## src/rtl/unidade_controle.sv

```systemverilog
// -----------------------------------------------------------------------------
// unidade_controle
//
// Hardwired Moore control unit for the 8-bit TI170 CPU. It drives the
// caminho_dados datapath through fetch, decode and execute. It also keeps a
// 4-bit condition-code register (CCR) that the ALU instructions load and the
// conditional branches read.
//
// Ports
//   clock      in   system clock, rising-edge active
//   reset      in   synchronous, active-high; forces every output to 0
//   ir_in      in   [7:0] current IR contents (the opcode being executed)
//   alu_flags  in   [3:0] ALU flags {N,Z,V,C} for the selected operation
//   bus1_sel   out  [1:0] 00 = PC, 01 = R1, 10 = R2
//   bus2_sel   out  [1:0] 00 = alu_out, 01 = bus1, 10 = dado_mem
//   alu_sel    out  [3:0] 0 ADD, 1 SUB, 2 AND, 3 OR, 4 INC(R1)
//   pc_load    out  PC  <= bus2
//   pc_inc     out  PC  <= PC + 1
//   ir_load    out  IR  <= bus2
//   mar_load   out  MAR <= bus2
//   r1_load    out  R1  <= bus2
//   r2_load    out  R2  <= bus2
//   r3_load    out  R3  <= bus2
//   mem_we     out  memory write of R1/R2 (via bus1) at MAR
//   halted     out  high while in HALT
// -----------------------------------------------------------------------------
module unidade_controle (
  input  logic       clock,
  input  logic       reset,
  input  logic [7:0] ir_in,
  input  logic [3:0] alu_flags,
  output logic [1:0] bus1_sel,
  output logic [1:0] bus2_sel,
  output logic [3:0] alu_sel,
  output logic       pc_load,
  output logic       pc_inc,
  output logic       ir_load,
  output logic       mar_load,
  output logic       r1_load,
  output logic       r2_load,
  output logic       r3_load,
  output logic       mem_we,
  output logic       halted
);

  typedef enum logic [3:0] {
    S_FETCH_0,
    S_FETCH_1,
    S_FETCH_2,
    S_DECODE,
    S_E0,
    S_E1,
    S_E2,
    S_E3,
    S_HALT
  } state_e;

  // Instruction classes: every opcode in a class walks the same state path.
  typedef enum logic [2:0] {
    OP_NOP,
    OP_LD_IMM,
    OP_LD_DIR,
    OP_ST_DIR,
    OP_ALU,
    OP_TR3,
    OP_BRANCH,
    OP_HALT
  } op_class_e;

  // Bus select encodings
  localparam logic [1:0] B1_PC  = 2'b00;
  localparam logic [1:0] B1_R1  = 2'b01;
  localparam logic [1:0] B1_R2  = 2'b10;
  localparam logic [1:0] B2_ALU = 2'b00;
  localparam logic [1:0] B2_B1  = 2'b01;
  localparam logic [1:0] B2_MEM = 2'b10;

  state_e     state_q, state_d;
  logic [3:0] ccr_q, ccr_d;

  op_class_e  op_class;
  logic       use_r2;       // LDB/STB variants target R2 instead of R1
  logic       br_taken;     // BRA always; BEQ on CCR.Z; BMI on CCR.N

  // ---------------------------------------------------------------------------
  // Opcode classification. The IR is stable from DECODE to the end of the
  // instruction, so decoding it combinationally in every state is safe.
  // ---------------------------------------------------------------------------
  // NOTE: every signal written in an always_comb gets a default first, so no
  // path through the case statements can leave it unassigned and infer a latch.
  always_comb begin
    op_class = OP_NOP;
    use_r2   = 1'b0;
    br_taken = 1'b0;
    case (ir_in)
      8'h86: op_class = OP_LD_IMM;
      8'h88: begin op_class = OP_LD_IMM; use_r2 = 1'b1; end
      8'h87: op_class = OP_LD_DIR;
      8'h89: begin op_class = OP_LD_DIR; use_r2 = 1'b1; end
      8'h96: op_class = OP_ST_DIR;
      8'h97: begin op_class = OP_ST_DIR; use_r2 = 1'b1; end
      8'h42, 8'h43, 8'h44, 8'h45, 8'h46: op_class = OP_ALU;
      8'h50: op_class = OP_TR3;
      8'h20: begin op_class = OP_BRANCH; br_taken = 1'b1;     end
      8'h21: begin op_class = OP_BRANCH; br_taken = ccr_q[2]; end
      8'h22: begin op_class = OP_BRANCH; br_taken = ccr_q[3]; end
      8'hFF: op_class = OP_HALT;
      default: op_class = OP_NOP;
    endcase
  end

  // ---------------------------------------------------------------------------
  // Next-state logic
  // ---------------------------------------------------------------------------
  always_comb begin
    state_d = state_q;
    case (state_q)
      S_FETCH_0: state_d = S_FETCH_1;
      S_FETCH_1: state_d = S_FETCH_2;
      S_FETCH_2: state_d = S_DECODE;
      S_DECODE: begin
        case (op_class)
          OP_NOP:  state_d = S_FETCH_0;
          OP_HALT: state_d = S_HALT;
          default: state_d = S_E0;
        endcase
      end
      S_E0: begin
        case (op_class)
          OP_LD_IMM, OP_LD_DIR, OP_ST_DIR: state_d = S_E1;
          OP_BRANCH: state_d = br_taken ? S_E1 : S_FETCH_0;
          default:   state_d = S_FETCH_0;
        endcase
      end
      S_E1: begin
        case (op_class)
          OP_LD_IMM, OP_LD_DIR, OP_ST_DIR: state_d = S_E2;
          default: state_d = S_FETCH_0;
        endcase
      end
      S_E2: begin
        case (op_class)
          OP_LD_DIR, OP_ST_DIR: state_d = S_E3;
          default: state_d = S_FETCH_0;
        endcase
      end
      S_E3:    state_d = S_FETCH_0;
      S_HALT:  state_d = S_HALT;
      default: state_d = S_FETCH_0;
    endcase
  end

  // The CCR only changes at the end of an ALU instruction's single execute
  // step, so a branch always sees the flags of the last ALU op.
  always_comb begin
    ccr_d = ccr_q;
    if (state_q == S_E0 && op_class == OP_ALU) ccr_d = alu_flags;
  end

  // NOTE: sequential state is updated with non-blocking assignments so every
  // register samples the pre-edge values and simulation matches the hardware.
  always_ff @(posedge clock) begin
    if (reset) begin
      state_q <= S_FETCH_0;
      ccr_q   <= 4'h0;
    end else begin
      state_q <= state_d;
      ccr_q   <= ccr_d;
    end
  end

  // ---------------------------------------------------------------------------
  // Moore output decode. Reset gates every output so no strobe can reach the
  // datapath in a cycle where reset is being sampled.
  // ---------------------------------------------------------------------------
  always_comb begin
    bus1_sel = B1_PC;
    bus2_sel = B2_ALU;
    alu_sel  = 4'h0;
    pc_load  = 1'b0;
    pc_inc   = 1'b0;
    ir_load  = 1'b0;
    mar_load = 1'b0;
    r1_load  = 1'b0;
    r2_load  = 1'b0;
    r3_load  = 1'b0;
    mem_we   = 1'b0;
    halted   = 1'b0;
    if (!reset) begin
      case (state_q)
        S_FETCH_0: begin                 // MAR <= PC
          bus1_sel = B1_PC;
          bus2_sel = B2_B1;
          mar_load = 1'b1;
        end
        S_FETCH_1: pc_inc = 1'b1;
        S_FETCH_2: begin                 // IR <= mem[MAR]
          bus2_sel = B2_MEM;
          ir_load  = 1'b1;
        end
        S_E0: begin
          case (op_class)
            OP_LD_IMM, OP_LD_DIR, OP_ST_DIR: begin   // operand fetch: MAR <= PC
              bus1_sel = B1_PC;
              bus2_sel = B2_B1;
              mar_load = 1'b1;
            end
            OP_ALU: begin
              // Opcodes 0x42..0x46 map onto ALU selects 0..4.
              alu_sel  = ir_in[3:0] - 4'h2;
              bus2_sel = B2_ALU;
              r1_load  = 1'b1;
            end
            OP_TR3: begin
              bus1_sel = B1_R1;
              bus2_sel = B2_B1;
              r3_load  = 1'b1;
            end
            OP_BRANCH: begin
              if (br_taken) begin
                bus1_sel = B1_PC;
                bus2_sel = B2_B1;
                mar_load = 1'b1;
              end else begin
                pc_inc = 1'b1;           // step over the unused target byte
              end
            end
            default: ;
          endcase
        end
        S_E1: begin
          case (op_class)
            OP_LD_IMM, OP_LD_DIR, OP_ST_DIR: pc_inc = 1'b1;
            OP_BRANCH: begin             // only reached when taken
              bus2_sel = B2_MEM;
              pc_load  = 1'b1;
            end
            default: ;
          endcase
        end
        S_E2: begin
          bus2_sel = B2_MEM;
          case (op_class)
            OP_LD_IMM: begin
              r1_load = ~use_r2;
              r2_load = use_r2;
            end
            OP_LD_DIR, OP_ST_DIR: mar_load = 1'b1;   // MAR <= direct address
            default: ;
          endcase
        end
        S_E3: begin
          case (op_class)
            OP_LD_DIR: begin
              bus2_sel = B2_MEM;
              r1_load  = ~use_r2;
              r2_load  = use_r2;
            end
            OP_ST_DIR: begin
              bus1_sel = use_r2 ? B1_R2 : B1_R1;
              mem_we   = 1'b1;
            end
            default: ;
          endcase
        end
        S_HALT:  halted = 1'b1;
        default: ;
      endcase
    end
  end

endmodule

```

## config.mk

```make
export PLATFORM = sky130hd
export DESIGN_NAME = unidade_controle
export DESIGN_NICKNAME = d
export VERILOG_FILES = /design/src/rtl/unidade_controle.sv
export SDC_FILE = /design/constraint.sdc
export NUM_CORES = 1
export LEC_CHECK = 0
export CAP_MARGIN = 20
export CORE_ASPECT_RATIO = 0.8
export CORE_MARGIN = 8
export CORE_UTILIZATION = 48
export DETAILED_ROUTE_END_ITERATION = 8
export GPL_TIMING_DRIVEN = 0
export HOLD_SLACK_MARGIN = 0.06
export PLACE_DENSITY = 0.81
export SYNTH_ARGS = -nofsm -noshare
export SYNTH_HDL_FRONTEND = slang
export SYNTH_SLANG_ARGS = --single-unit
```

## constraint.sdc

```tcl
create_clock -name clock -period 2.55 [get_ports clock]
set_input_delay 0.255 -clock clock [delete_from_list [all_inputs] [get_ports clock]]
set_output_delay 0.255 -clock clock [all_outputs]
set_load 0.005 [all_outputs]
```

Word level (Yosys, flattened, before mapping). Index checks and enable logic that the tools add are counted.

Input port bits: 14. Register bits: 8. Output and inout port bits: 17.

Add/sub/neg operators: 1. Bitwise gates (word level): 1. Equal/unequal tests: 31. Mux-type cells: 55. Reductions and logical operators: 13.

Operators with widths (number): $eq 8x8->1 const B (7); $eq 8x7->1 const B (6); $pmux 4 s8 (1); $mux 1 (30); $eq 8x6->1 const B (3); $pmux 3 s7 (1); $eq 4x3->1 const B (4); $eq 3x3->1 const B (4); $mux 2 (6); $mux 4 (3); $pmux 1 s3 (4); $pmux 2 s5 (1); $reduce_or 2->1 (5); $mux 3 (3); $reduce_or 3->1 (3); $eq 4x2->1 const B (2); $pmux 4 s2 (1); $eq 3x2->1 const B (2); $pmux 1 s2 (3); $pmux 3 s2 (1); $reduce_or 5->1 (1); $eq 4x1->1 const B (1); $eq 4x4->1 const B (1); $logic_not 4->1 (1); other kinds (7) (7).

Depth between registers and ports, before layout.
Word-level depth: 8. Depth in mapped cells: 7. Depth with buffers taken out: 5.

Worst setup path before layout. No wires, ideal clock.

Kind: in2out. Start point: input port ir_in[3]. End point: output port r1_load. Cell stages on the path: 5. Slack: 0.680 ns. Data required time: 2.295 ns. Arrival time: 1.615 ns. Cell sequence: or4b_4 nor3_1 a2bb2oi_4 and2_2 o211a_1.

Longest elaborated chain between the ends: 7.

Ends and longest elaborated chain: start: declaration (line 30) `input logic [7:0] ir_in,`; $eq 8x7->1, or another cell as far along (line 95) `case (ir_in)`; $reduce_or 5->1, or another cell as far along (line 95); $pmux 3 s7 or $mux 1 (tied branches) (line 95); $eq 3x2->1, or another cell as far along (line 253) `case (op_class)`; $mux 1 (on tied branches) (line 253, 202, 243); $pmux 1 s3 * (line 190) `case (state_q)`; $mux 1 * (line 189) `if (!reset) begin`; end: declaration (line 39) `output logic r1_load,`.

Every way passes the cells marked *; elsewhere a longest branch is shown, timed or not.

Worst setup path after layout.
Start point: input port ir_in[5]. End point: output port r1_load.

Same word-level chain as after synthesis.

==> flow_summary.yaml <==
power_and_ir_drop:
  ir_drop_uv: 270
  p_leak_nw: 0.663
  p_per_area_nw_per_um2: 208
  total_power_uw: 298
synthesis:
  syn-cell-area_um2: 902
  synth_fp_nets: 139
  yosysTopAreaCell: "dfxtp_1"
  yosys_warnings: 0
  yosysSeqAreaShare_pct: 13.3
  synth-edff-count: 0
  ys_seq_elements: 6
  postSynthAreaPerCell_um2: 7.28
  synthTopCellsByArea: "dfxtp_1, nor2_1, a21oi_1, nor3_1, clkbuf_8"
  netlist_instances: 124
  synth_cell_types: 50
  synth_ff_type: "dfxtp_1"
  async_flop_share_pct: 0
  synth_top_area_share_pct: 13.3
place:
  place_hpwl_um: 2270
  port_buffers: 28
  place_ws_ns: -0.511
  gp_congestion: 0.856
  place_area_um2: 1210
worst_setup_path:
  cp_cell_sequence: "dlygate4sd2_1 > or4b_4 > buf_4 > o22ai_4 > buf_4 > buf_4 > nor4_4 > o2111a_1 > o211a_1 > dlymetal6s2s_1"
  slowest_stage: "or4b_4"
  cp_data_arrival_time_ns: 2.26
  cpPeakStageDelay_ns: 0.53
  crit_type: "input pin to output port"
  crit_family: "buffers and inverters"
  r2r_slack_ns: 0.82
  start_kind: "input pin"
  required_ns: 2.30
  critPathBufInv: 5
  cp_common_cell: "buf_4"
  worstPathMaxFanout: 6
  worst_setup_path_end_kind: "output port"
final_layout:
  stdcell_area_um2: 1440
  antenna_cells: 0
  layout_commonest_cell: "nor2_1"
  areaGrowthSynthToFinish_pct: 59.2
  layout_common_cells: "nor2_1, buf_4, dlygate4sd2_1, a21oi_1, clkdlybuf4s50_1"
  layout-drive-gt1-share_pct: 29.5
  nets: 183
floorplanning:
  die_w_um: 64.5
  die_y_um: 54.8
  dieArea_um2: 3530
  ios: 31
  initial_core_util_pct: 49.5
  core.rowCount: 14
  core_area_um2: 1820
route:
  vias_per_cell: 6.18
  drc: 0
  drt_iter0_drc: 64
  drt_pre_antenna_iters: 4
  route.vias.total: 1174
  avgRoutedWirePerCell_um: 17.4
  wl_um: 3300
  antenna_left: 0
global_routing:
  grt_start_max_net_pins: 11
  grt_pass1_wl_um: 5000
  grt.total_usage_pct: 17.4
  grt-ovfl-total: 0
  grt_pass1_vias: 1094
  antenna_found_initial: 0
sta:
  hold_viol: 0
  fmax_mhz: 397
  rsz0062_at_grt: "true"
  final_max_slew_viol_count: 0
  finalClockSkew_ns: 0.00483
  slew_headroom_pct: 71.2
  worst_slack_ns: 0.0319
  worst_pin_slew_ns: 0.432
  fin_crit_ns: 2.52
  setup_violations: 0
  fin_crit_sh_pct: 98.8
cts:
  clockBufferDepth: 2
  root_buffer: "clkbuf_4"
  cts_buffers: 3
  htreeDepth: 1
  ctsHoldBuffers: 0
  clock_sinks: 6
  cts_tree: "done"
  path_clk_slew_ns: 0.04
  clk_latency_ns: 0.24
worst_hold_path:
  hold_class: "register to register"
outcome:
  status: "completed"
job:
  max_cap_violations: 0
## cells by family (layout without fill, tap and decap cells)
logic type                 after synthesis  in the layout  share of synthesized area [%]
xor gates and xnor gates                 1              1                          0.971
buffers and inverters                   10             52                           7.63
adders and majority gates                1              1                           1.39
and+or+nand+nor                         70             70                           44.7
DFF                                      6              6                           13.3
AOI/OAI and AO/OA                       35             35                           30.9
muxes                                    1              1                           1.11
## flip-flops by register name, indices dropped and copies added, names as in the netlist
register	count
state_q	4
ccr_q	2
## worst register-to-register path, stage by stage, from the launching register on
cell and delay, ns:
dfxtp_1 0.37, nor2_1 0.35, nand2_1 0.18, nor3_1 0.34
and2_2 0.24, mux2i_1 0.19
## synthesized netlist by cell type (2+ instances only)
cell and count:
nor2_1 18, a21oi_1 9, nor3_1 9, o21ai_0 8
nand2_1 7, dfxtp_1 6, nand2b_1 5, nand3_1 4
nor4_1 4, clkbuf_8 3, inv_1 3, nor3b_1 3
a32oi_1 2, and4_1 2, clkbuf_1 2, nand4_1 2
nor4b_1 2, o211ai_1 2, or2_2 2
## routing by layer
metal,global-route usage (%),up-vias,share of wire [%]
met5,0,-,0
met4,7.22,0,2.1
met3,2.45,10,4.8
met2,29.5,40,50
met1,22.0,560,43
li1,-,564,-
## power breakdown
part | total, mW | internal [mW] | leakage (nW) | switching (mW)
Clock | 0.0844 | 0.0530 | 0.0138 | 0.0313
Sequential | 0.100 | 0.0967 | 0.0489 | 0.00339
Combinational | 0.114 | 0.0511 | 0.600 | 0.0629
## path summary, 6_finish.rpt
check,from,end,cells past startpoint
hold reg to reg,ccr_q[3],ccr_q[3],2
hold / removal,ccr_q[3],ccr_q[3],2
setup / recovery,ir_in[5],r1_load,10
setup reg to reg,state_q[1],ccr_q[3],5
## stage by stage
step	hold slack, ns	cells	util [%]	TNS (ns)
2_1_floorplan	0.333	124	-	0
3_3_place_gp	0.459	176	66.6	-5.16
5_1_grt	0.508	190	78.8	-0.0802
4_1_cts	0.503	184	73.0	-0.535
6_report	0.496	190	78.8	0
3_5_place_dp	0.494	176	66.6	-5.86
## what timing repair did
action	in CTS	in global routing
pin swaps	4	6
setup endpoints to repair	14	11
gates resized for setup	30	17
endpoints found under the hold margin	0	0
setup buffers	5	7
## area by class of cell
cell class	count	area, um^2
Buffer	5	50.0
Clock buffer	3	22.5
Fill cell	136	385
Inverter	4	15.0
Multi-Input combinational cell	108	823
Sequential cell	6	120
Tap cell	24	30.0
Timing Repair Buffer	40	375
No activity file was read; power rests on OpenSTA's default activity.
